==> config.mk <==
export PLATFORM = sky130hd
export DESIGN_NAME = inv_mix_col_seq_flat
export DESIGN_NICKNAME = d
export VERILOG_FILES = /design/src/rtl/aes_pkg.sv /design/src/rtl/inv_mix_col_seq_if.sv /design/src/rtl/inv_mix_column.sv /design/src/rtl/inv_mix_col_seq.sv /design/src/flat_wrapper.sv
export SDC_FILE = /design/constraint.sdc
export NUM_CORES = 1
export LEC_CHECK = 0
export ABC_CLOCK_PERIOD_IN_PS = 3380
export CAP_MARGIN = 40
export CORE_MARGIN = 5
export CORE_UTILIZATION = 52
export CTS_BUF_LIST = sky130_fd_sc_hd__clkbuf_16
export DETAILED_ROUTE_END_ITERATION = 8
export GPL_TIMING_DRIVEN = 0
export PLACE_DENSITY = 0.78
export SYNTH_ARGS = -nofsm -noshare
export SYNTH_HDL_FRONTEND = slang
export SYNTH_SLANG_ARGS = --single-unit
==> constraint.sdc <==
create_clock -name clk -period 3.38 [get_ports clk]
set_input_delay 0.338 -clock clk [delete_from_list [all_inputs] [get_ports clk]]
set_output_delay 0.338 -clock clk [all_outputs]
set_load 0.02 [all_outputs]
==> src/rtl/aes_pkg.sv <==
// Shared AES helpers: GF(2^8) constant multiplies
// and the column-serial engine state encoding.
package aes_pkg;

    localparam logic [7:0] AES_POLY = 8'h1b;

    typedef enum logic [1:0] {
        IDLE = 2'd0,
        BUSY = 2'd1,
        DONE = 2'd2
    } imc_state_t;

    function automatic logic [7:0] xtime(input logic [7:0] a);
        return {a[6:0], 1'b0} ^ (a[7] ? AES_POLY : 8'h00);
    endfunction

    function automatic logic [7:0] gf_mul9(input logic [7:0] a);
        logic [7:0] x8;
        x8 = xtime(xtime(xtime(a)));
        return x8 ^ a;
    endfunction

    function automatic logic [7:0] gf_mulb(input logic [7:0] a);
        logic [7:0] x2;
        logic [7:0] x8;
        x2 = xtime(a);
        x8 = xtime(xtime(x2));
        return x8 ^ x2 ^ a;
    endfunction

    function automatic logic [7:0] gf_muld(input logic [7:0] a);
        logic [7:0] x4;
        logic [7:0] x8;
        x4 = xtime(xtime(a));
        x8 = xtime(x4);
        return x8 ^ x4 ^ a;
    endfunction

    function automatic logic [7:0] gf_mule(input logic [7:0] a);
        logic [7:0] x2;
        logic [7:0] x4;
        logic [7:0] x8;
        x2 = xtime(a);
        x4 = xtime(x2);
        x8 = xtime(x4);
        return x8 ^ x4 ^ x2;
    endfunction

endpackage

==> src/rtl/inv_mix_col_seq_if.sv <==
// State-in / state-out valid-ready bundle for
// the column-serial InvMixColumns engine.
interface inv_mix_col_seq_if;

    logic [0:127] i_state;
    logic         in_valid;
    logic         in_ready;
    logic [0:127] o_state;
    logic         out_valid;
    logic         out_ready;

    modport master (
        output i_state,
        output in_valid,
        output out_ready,
        input  in_ready,
        input  o_state,
        input  out_valid
    );

    modport slave (
        input  i_state,
        input  in_valid,
        input  out_ready,
        output in_ready,
        output o_state,
        output out_valid
    );

endinterface

==> src/rtl/inv_mix_column.sv <==
// Combinational InvMixColumns on one 32-bit column;
// byte a0 sits in the most significant byte.
module inv_mix_column
    import aes_pkg::*;
(
    input  logic [31:0] col_in,
    output logic [31:0] col_out
);

    logic [7:0] a [4];

    assign a[0] = col_in[31:24];
    assign a[1] = col_in[23:16];
    assign a[2] = col_in[15:8];
    assign a[3] = col_in[7:0];

    // out_r = 0e*a_r ^ 0b*a_r+1 ^ 0d*a_r+2 ^ 09*a_r+3
    always_comb begin
        col_out[31:24] = gf_mule(a[0]) ^ gf_mulb(a[1])
                       ^ gf_muld(a[2]) ^ gf_mul9(a[3]);
        col_out[23:16] = gf_mule(a[1]) ^ gf_mulb(a[2])
                       ^ gf_muld(a[3]) ^ gf_mul9(a[0]);
        col_out[15:8]  = gf_mule(a[2]) ^ gf_mulb(a[3])
                       ^ gf_muld(a[0]) ^ gf_mul9(a[1]);
        col_out[7:0]   = gf_mule(a[3]) ^ gf_mulb(a[0])
                       ^ gf_muld(a[1]) ^ gf_mul9(a[2]);
    end

endmodule

==> src/rtl/inv_mix_col_seq.sv <==
// Column-serial InvMixColumns: one shared column
// datapath, four cycles per 128-bit state.
module inv_mix_col_seq
    import aes_pkg::*;
(
    input  logic             clk,
    input  logic             rst_n,
    inv_mix_col_seq_if.slave bus
);

    imc_state_t   state_q;
    imc_state_t   state_d;
    logic [1:0]   col_q;
    logic [0:127] hold_q;
    logic [0:127] o_q;
    logic         in_ready;
    logic         out_valid;
    logic         accept;
    logic [6:0]   col_base;
    logic [31:0]  col_in;
    logic [31:0]  col_out;

    assign col_base = {col_q, 5'b0};
    assign col_in   = hold_q[col_base +: 32];
    assign accept   = bus.in_valid & in_ready;

    assign bus.in_ready  = in_ready;
    assign bus.out_valid = out_valid;
    assign bus.o_state   = o_q;

    inv_mix_column u_col (
        .col_in  (col_in),
        .col_out (col_out)
    );

    // State register
    always_ff @(posedge clk or negedge rst_n) begin
        if (!rst_n) begin
            state_q <= IDLE;
        end else begin
            state_q <= state_d;
        end
    end

    // Next state and handshake decode
    always_comb begin
        state_d   = state_q;
        in_ready  = 1'b0;
        out_valid = 1'b0;
        unique case (state_q)
            IDLE: begin
                in_ready = 1'b1;
                if (bus.in_valid) begin
                    state_d = BUSY;
                end
            end
            BUSY: begin
                if (col_q == 2'd3) begin
                    state_d = DONE;
                end
            end
            DONE: begin
                out_valid = 1'b1;
                in_ready  = bus.out_ready;
                if (bus.out_ready) begin
                    state_d = bus.in_valid ? BUSY : IDLE;
                end
            end
            default: begin
                state_d = IDLE;
            end
        endcase
    end

    // Capture on accept, then write one column per BUSY cycle
    always_ff @(posedge clk or negedge rst_n) begin
        if (!rst_n) begin
            col_q  <= 2'd0;
            hold_q <= '0;
            o_q    <= '0;
        end else if (accept) begin
            col_q  <= 2'd0;
            hold_q <= bus.i_state;
        end else if (state_q == BUSY) begin
            o_q[col_base +: 32] <= col_out;
            if (col_q != 2'd3) begin
                col_q <= col_q + 2'd1;
            end
        end
    end

endmodule

==> src/flat_wrapper.sv <==
// flat-port wrapper written by rule: the top's interface ports become plain ports
module inv_mix_col_seq_flat import aes_pkg::*;
  (clk, rst_n, bus_i_state, bus_in_valid, bus_out_ready, bus_in_ready, bus_o_state, bus_out_valid);
  inv_mix_col_seq_if bus_i ();
  input  logic clk;
  input  logic rst_n;
  input wire logic [$bits(bus_i.i_state)-1:0] bus_i_state;
  input wire logic [$bits(bus_i.in_valid)-1:0] bus_in_valid;
  input wire logic [$bits(bus_i.out_ready)-1:0] bus_out_ready;
  output wire logic [$bits(bus_i.in_ready)-1:0] bus_in_ready;
  output wire logic [$bits(bus_i.o_state)-1:0] bus_o_state;
  output wire logic [$bits(bus_i.out_valid)-1:0] bus_out_valid;
  assign bus_i.i_state = bus_i_state;
  assign bus_i.in_valid = bus_in_valid;
  assign bus_i.out_ready = bus_out_ready;
  assign bus_in_ready = bus_i.in_ready;
  assign bus_o_state = bus_i.o_state;
  assign bus_out_valid = bus_i.out_valid;
  inv_mix_col_seq u_core (.clk(clk), .rst_n(rst_n), .bus(bus_i));
endmodule
# [Yosys cells after proc, flatten, opt, wreduce, memory -nomap -nowiden]
# Index checks and enable logic that the tools add are counted.
[word_totals] ff_bits=260 ram_bits=0 rom_bits=0 input_bits=132 n_memories=0 latchBits=0
[classes] eq_ne=7 n_reduce_logical=6 n_lt_le_gt_ge=0 multipliers=0 div=0 addsub=2 shifts=3 n_mux=23 n_bitwise=51
[ops] op="bitwise XOR 8 bit" n=38
[ops] op="variable shift 129 x 9 -> 128 bit (first input constant)" n=1
[ops] op="variable part select 128 x 8 -> 129 bit" n=1
[ops] op="variable part select 129 x 9 -> 128 bit" n=1
[ops] op="bitwise mux 128 bit" n=1
[ops] op="bitwise XOR 8 x 5 -> 8 bit" n=10
[ops] op="2-to-1 mux 5 bit" n=12
[ops] op="2-to-1 mux 2 bit" n=6
[ops] op="negator 8 -> 9 bit" n=1
[ops] op="NOT 7 -> 8 bit" n=1
[ops] op="inequality test 2 bit (second input constant)" n=3
[ops] op="case mux 2 bit (3 select lines)" n=1
[ops] op="== test 2 bit (second input constant)" n=2
[ops] op="AND reduction 2 bit" n=2
[ops] op="nonzero test 2 bit" n=2
[ops] op="AND reduction 3 bit" n=1
[ops] op="adder 2 x 1 -> 2 bit (second input constant)" n=1
[ops] op="== test 2 x 1 -> 1 bit (second input constant)" n=1
[ops] op="zero test 2 bit" n=1
[ops] op="2-to-1 mux 1 bit" n=2
[ops] op="inequality test 2 x 1 -> 1 bit (second input constant)" n=1
[ops] op="case mux 1 bit (2 select lines)" n=1
[ops] op="AND 1 bit" n=1
[ops] op="NOT 1 bit" n=1

# [Longest topological paths before layout]
[depth] ltp_word=15 depth_mapped=10

# [Hierarchy]
# A second synthesis with hierarchy kept.
[unflattened] cells_unflattened=1107 area_unflattened_um2=13205.2
[modules_own_cells] mod="inv_mix_col_seq" instances=1 area_each_um2=10799.1 cells_each=893 seq_area_each_um2=6506.2
[modules_own_cells] mod="inv_mix_column" instances=1 area_each_um2=2406.1 cells_each=214 seq_area_each_um2=0.0

# [Worst setup path after synthesis]
# No wires, ideal clock.
[synth_path] kind="register -> register" startpoint="register u_core.col_q[0]" endpoint="register u_core.o_q, in the netlist u_core.bus.o_state[99]" synth_period_minus_slack_ns=2.982 setup_slack_ns=0.398 arrival_time_ns=2.861 setup_ns=0.121 stages_incl_launch_ff=9 required_ns=3.259 n_path_buf=2 cell_sequence="dfrtp_1 buf_6 mux4_2 buf_6 xnor3_1 xor3_2 xnor2_4 xnor3_1 a22o_1"
[synth_between] elab_chain_len=13 word_cells_on_any_way=66 cone_classes="1 x add/sub; 3 x shift; 13 x mux; 49 x bitwise"
[synth_rtl] element="from (decl)" line_no="inv_mix_col_seq.sv:13" source="logic [1:0] col_q;"
[synth_rtl] element="from (signal assigned)" line_no="inv_mix_col_seq.sv:87" source="col_q <= col_q + 2'd1;"
[synth_rtl] element="NOT 7 -> 8 bit (not written as such) *" line_no="inv_mix_col_seq.sv:24, inv_mix_col_seq.sv:85"
[synth_rtl] element="variable part select 128 x 8 -> 129 bit" line_no="inv_mix_col_seq.sv:24" source="assign col_in = hold_q[col_base +: 32];"
[synth_rtl] element="bitwise XOR 8 x 5 -> 8 bit (tied with other cells) (2 in a row)" line_no="aes_pkg.sv:14" source="return {a[6:0], 1'b0} ^ (a[7] ? AES_POLY : 8'h00);"
[synth_rtl] element="2-to-1 mux 5 bit / bitwise XOR 8 x 5 -> 8 bit (equally long branches)" line_no="aes_pkg.sv:14"
[synth_rtl] element="bitwise XOR 8 x 5 -> 8 bit / bitwise XOR 8 bit (equally long branches)" line_no="aes_pkg.sv:14"
[synth_rtl] element="bitwise XOR 8 bit, on equally long branches" line_no="aes_pkg.sv:36, aes_pkg.sv:46, aes_pkg.sv:28"
[synth_rtl] element="bitwise XOR 8 bit, on equally long branches" line_no="aes_pkg.sv:46, aes_pkg.sv:28"
[synth_rtl] element="bitwise XOR 8 bit, on equally long branches (3 in a row)"
[synth_rtl] element="variable part select 129 x 9 -> 128 bit" line_no="inv_mix_col_seq.sv:85" source="o_q[col_base +: 32] <= col_out;"
[synth_rtl] element="bitwise mux 128 bit *" line_no="inv_mix_col_seq.sv:85"
[synth_rtl] element="to (signal, indexed assignment)" line_no="inv_mix_col_seq.sv:85"
[synth_rtl] element="to (decl)" line_no="inv_mix_col_seq.sv:15" source="logic [0:127] o_q;"
# Every way passes the cells marked *; elsewhere a longest branch is shown, timed or not.
# A chain may end at the register's enable or synchronous reset.

# [Worst setup path after layout]
[layout_path] startpoint="register u_core.col_q[0]" endpoint="register u_core.o_q, in the netlist u_core.bus.o_state[60]"
# The elaborated chain is that of the path after synthesis.

==> metrics.md <==
| Metric | Value |
|---|---|
| CTS tree | yes |
| Measured slew at the worst slew-check pin | a little under 800 ps |
| Reg-to-reg critical path startpoint | u_core.col_q[0]$_DFFE_PN0P_ |
| Post-DRT Antenna Nets | 0 |
| CP arrival | approximately 3700 ps |
| Total GRT Usage | about a quarter |
| First-pass iteration count of the detailed router | 5 |
| Detailed Route WL | roughly 35 mm |
| Final Setup Violations | 0 |
| Critical path required time | ~3800 ps |
| Cell total after placement | around 1500 |
| Final-layout fill cell count | ~1600 |
| Core ar. | about 0.024 mm2 |
| Area share of and/or/nand/nor cells after synthesis | under 10% |
| Die W | between 150 and 200 um |
| Mux contribution to synthesized area | 17.5% |
| YS warnings | 0 |
| Register area share after synthesis | between 50% and 60% |
| Class of the worst hold path | in2async |
| Final instance count without filler cells | around 1600 |
| Crit start category | register |
| Clk slew on worst S/H paths | about 60 ps |
| Worst skew pair latency | 530 ps |
| Minimum clock period | roughly 3300 ps |
| CTS max path bufs | 3 |
| Placer Congestion | between 0.9 and 1 |
| DP HPWL | approximately 26 mm |
| Htree depth | 1 |
| IO Count | 262 |
| Max FO, Critical Path | 10 |
| Vias in the first global route | roughly 9100 |
| Outcome | complete, no violations |
| Clk sinks | 260 |
| Num rows | 56 |
| Syn Inst Count | ~930 |
| Nets | between 1000 and 1500 |
| Final Max Slew Viols | 0 |
| Synth Area in XOR/XNOR | 18.1% |
| Initial antenna violation count | 3 |
| Drc violations | 0 |
| Final Cycle Share | a little over nine tenths |
| # diodes | 0 |
| Port bufs | about 260 |
| Met1 Track Usage GR | between 30% and 40% |
| CP Capture Point | u_core.bus.o_state[60]$_DFFE_PN0P_ |
| Synthesized Nets | roughly 1100 |
| Avg Synthesized Cell Area | 13.5 um2 |
| DR WL/cell | around 22 um |
| Vias after detailed routing | slightly below 9000 |
| DR iter-0 viols | 640 |
| Met3 Use GR | 6.63% |
| Largest net degree at the start of global routing | between 100 and 150 |
| Met2 usage | a little over two fifths |
| DIE HEIGHT | 165 um |
| Largest family of logic cells by synthesized area | XOR/XNOR gates |
| Max capacitance violation total | 0 |
| Reg-to-reg setup timing slack | about 85 ps |
| Yosys cell types | 33 |
| Depth of the most critical reg-to-reg path | 9 |
| Vias per cell | around 5.5 |
| Post-synthesis compound-gate area fraction | a little under 6% |
| Mapped Area | around 0.013 mm2 |
| Die area | 0.0274 mm2 |
| Slew headroom | around 47% |
| Adder-cell area share of the yosys netlist | less than 1% |
| First-pass GRT wire length | approximately 53 mm |
| Final hold vios | 0 |
| CTS Buf Count | 27 |
| Setup crit start | u_core.col_q[0]$_DFFE_PN0P_ |
| Area grow syn2layout | 36.4% |
| Peak Freq | between 300 and 400 MHz |
| Worst setup path class | reg2reg |
| Crit path capture type | register |
| Root Driver | clkbuf_16 |
| Global route overflow | 0 |
| #FFs+latches synth | 260 |
| Initial Utilization | 53.2% |
| GR peak layer | met2 |
| Clock skew | around 9.7 ps |
| Layout cell share with drive strength beyond 1 | roughly a quarter |
| Worst r2r dst | u_core.bus.o_state[60]$_DFFE_PN0P_ |
-- flip-flops by register name (all words and copies together) (netlist names) --
register,count
u_core.col_q,2
u_core.bus.o_state,128
u_core.state_q,2
u_core.hold_q,128
-- layout make-up --
cell class / instances / area (um2) / share of cell area (%)
Multi-Input combinational cell: 611 / 6170 / 36.0
Clock buffer: 27 / 676 / 3.94
Inverter: 3 / 11.3 / 0.0657
Timing Repair Buffer: 289 / 2920 / 17.0
Buffer: 58 / 337 / 1.96
Sequential cell: 260 / 6510 / 38.0
Clock inverter: 21 / 119 / 0.693
Tap cell: 319 / 399 / 2.33
-- worst min path at each step --
stage / slack (ps) / endpoint / start
3_3_place_gp: 460 / u_core.bus.o_state[106]$_DFFE_PN0P_ / u_core.bus.o_state[106]$_DFFE_PN0P_
5_1_grt: 220 / u_core.bus.o_state[91]$_DFFE_PN0P_ / rst_n
4_1_cts: 200 / u_core.bus.o_state[35]$_DFFE_PN0P_ / rst_n
6_report: 220 / u_core.bus.o_state[94]$_DFFE_PN0P_ / rst_n
2_1_floorplan: 40 / u_core.bus.o_state[0]$_DFFE_PN0P_ / rst_n
3_5_place_dp: 160 / u_core.bus.o_state[94]$_DFFE_PN0P_ / rst_n
-- cells by family after synthesis --
logic type | Yosys count
DFF | 260
xor gates and xnor gates | 189
muxes | 161
AOI/OAI and AO/OA | 130
and+or+nand+nor | 127
buffers and inverters | 61
adders and majority gates | 4
-- critical path, stage by stage (launching register included) --
cell,delay (ps)
dfrtp_2,420
buf_12,180
buf_12,160
mux4_2,500
buf_2,230
xnor2_1,300
xnor3_2,560
xnor3_2,340
xnor2_2,310
o21ai_1,130
-- placed cells by master (no fill, tap or decap), types with 2 or more instances in the layout --
master	count
xor2_1	24
buf_12	7
ha_1	4
inv_1	6
clkdlybuf4s50_1	260
xor2_2	13
xnor3_1	18
xor2_4	3
xnor3_2	10
xor3_2	4
xnor2_1	76
mux4_1	6
buf_6	5
o21ai_0	94
buf_4	26
xnor2_4	9
buf_16	2
xor3_1	2
dfrtp_1	259
clkinv_2	7
nand4_1	4
nor2_1	2
mux4_2	26
mux2_2	128
clkinv_1	9
nor3_1	4
o21ai_1	14
buf_2	8
a22o_1	21
xnor2_2	30
clkbuf_1	32
nand2_1	112
clkbuf_16	27
nor2b_1	3
buf_1	4
-- timing repair --
action                     in CTS  in global routing
gates resized for setup        37                 35
hold buffers                    1                  0
buffers inserted                3                 22
setup endpoints to repair      93                 83
hold endpoints to repair       69                  0
pin swaps                       3                 13
-- Yosys cell counts --
library cell | number | share of area (%)
xor3_1 | 5 | 0.95
buf_8 | 1 | 0.12
xor3_2 | 1 | 0.20
nand2_1 | 112 | 3.3
a21oi_1 | 1 | 0.040
and2_1 | 1 | 0.050
ha_1 | 4 | 0.40
xor2_1 | 36 | 2.5
xnor2_1 | 104 | 7.2
buf_6 | 5 | 0.45
buf_2 | 11 | 0.44
buf_4 | 5 | 0.30
mux4_1 | 6 | 1.3
dfrtp_1 | 260 | 52
xnor2_4 | 2 | 0.44
o21ai_0 | 95 | 3.8
mux2i_1 | 1 | 0.080
mux4_2 | 26 | 4.7
nand4_1 | 4 | 0.20
xnor3_1 | 25 | 4.5
nor2_1 | 2 | 0.060
clkbuf_1 | 32 | 0.96
xnor3_2 | 3 | 0.57
mux2_2 | 128 | 11
buf_1 | 4 | 0.12
a22o_1 | 21 | 1.5
nor2b_1 | 3 | 0.15
nor3_1 | 4 | 0.16
xor2_2 | 4 | 0.52
xnor2_2 | 9 | 1.2
inv_1 | 3 | 0.090
o21ai_1 | 13 | 0.52
or2_2 | 1 | 0.050
-- per-stage QoR --
stage	hold WS (ps)	util [%]	worst slack (ps)	setup TNS [ps]	cell area [um2]
final	215	72.6	84.6	0	17100
after global routing	221	72.6	-8.52	-30.5	17100
after CTS	197	70.7	1.63	0	16700
after detailed placement	160	66.2	-346	-12200	15600
after global placement	462	66.0	-8800	-2289070	15600
after floorplan	42.4	-	398	0	12600
-- routing by layer --
layer	up-vias	wire (um)
li1	3857	-
met1	4429	14300
met2	306	16900
met3	60	2820
met4	6	835
met5	-	37
Power is not shown: default switching activity piles up to over one toggle a cycle in this logic, so the estimate is an artifact.
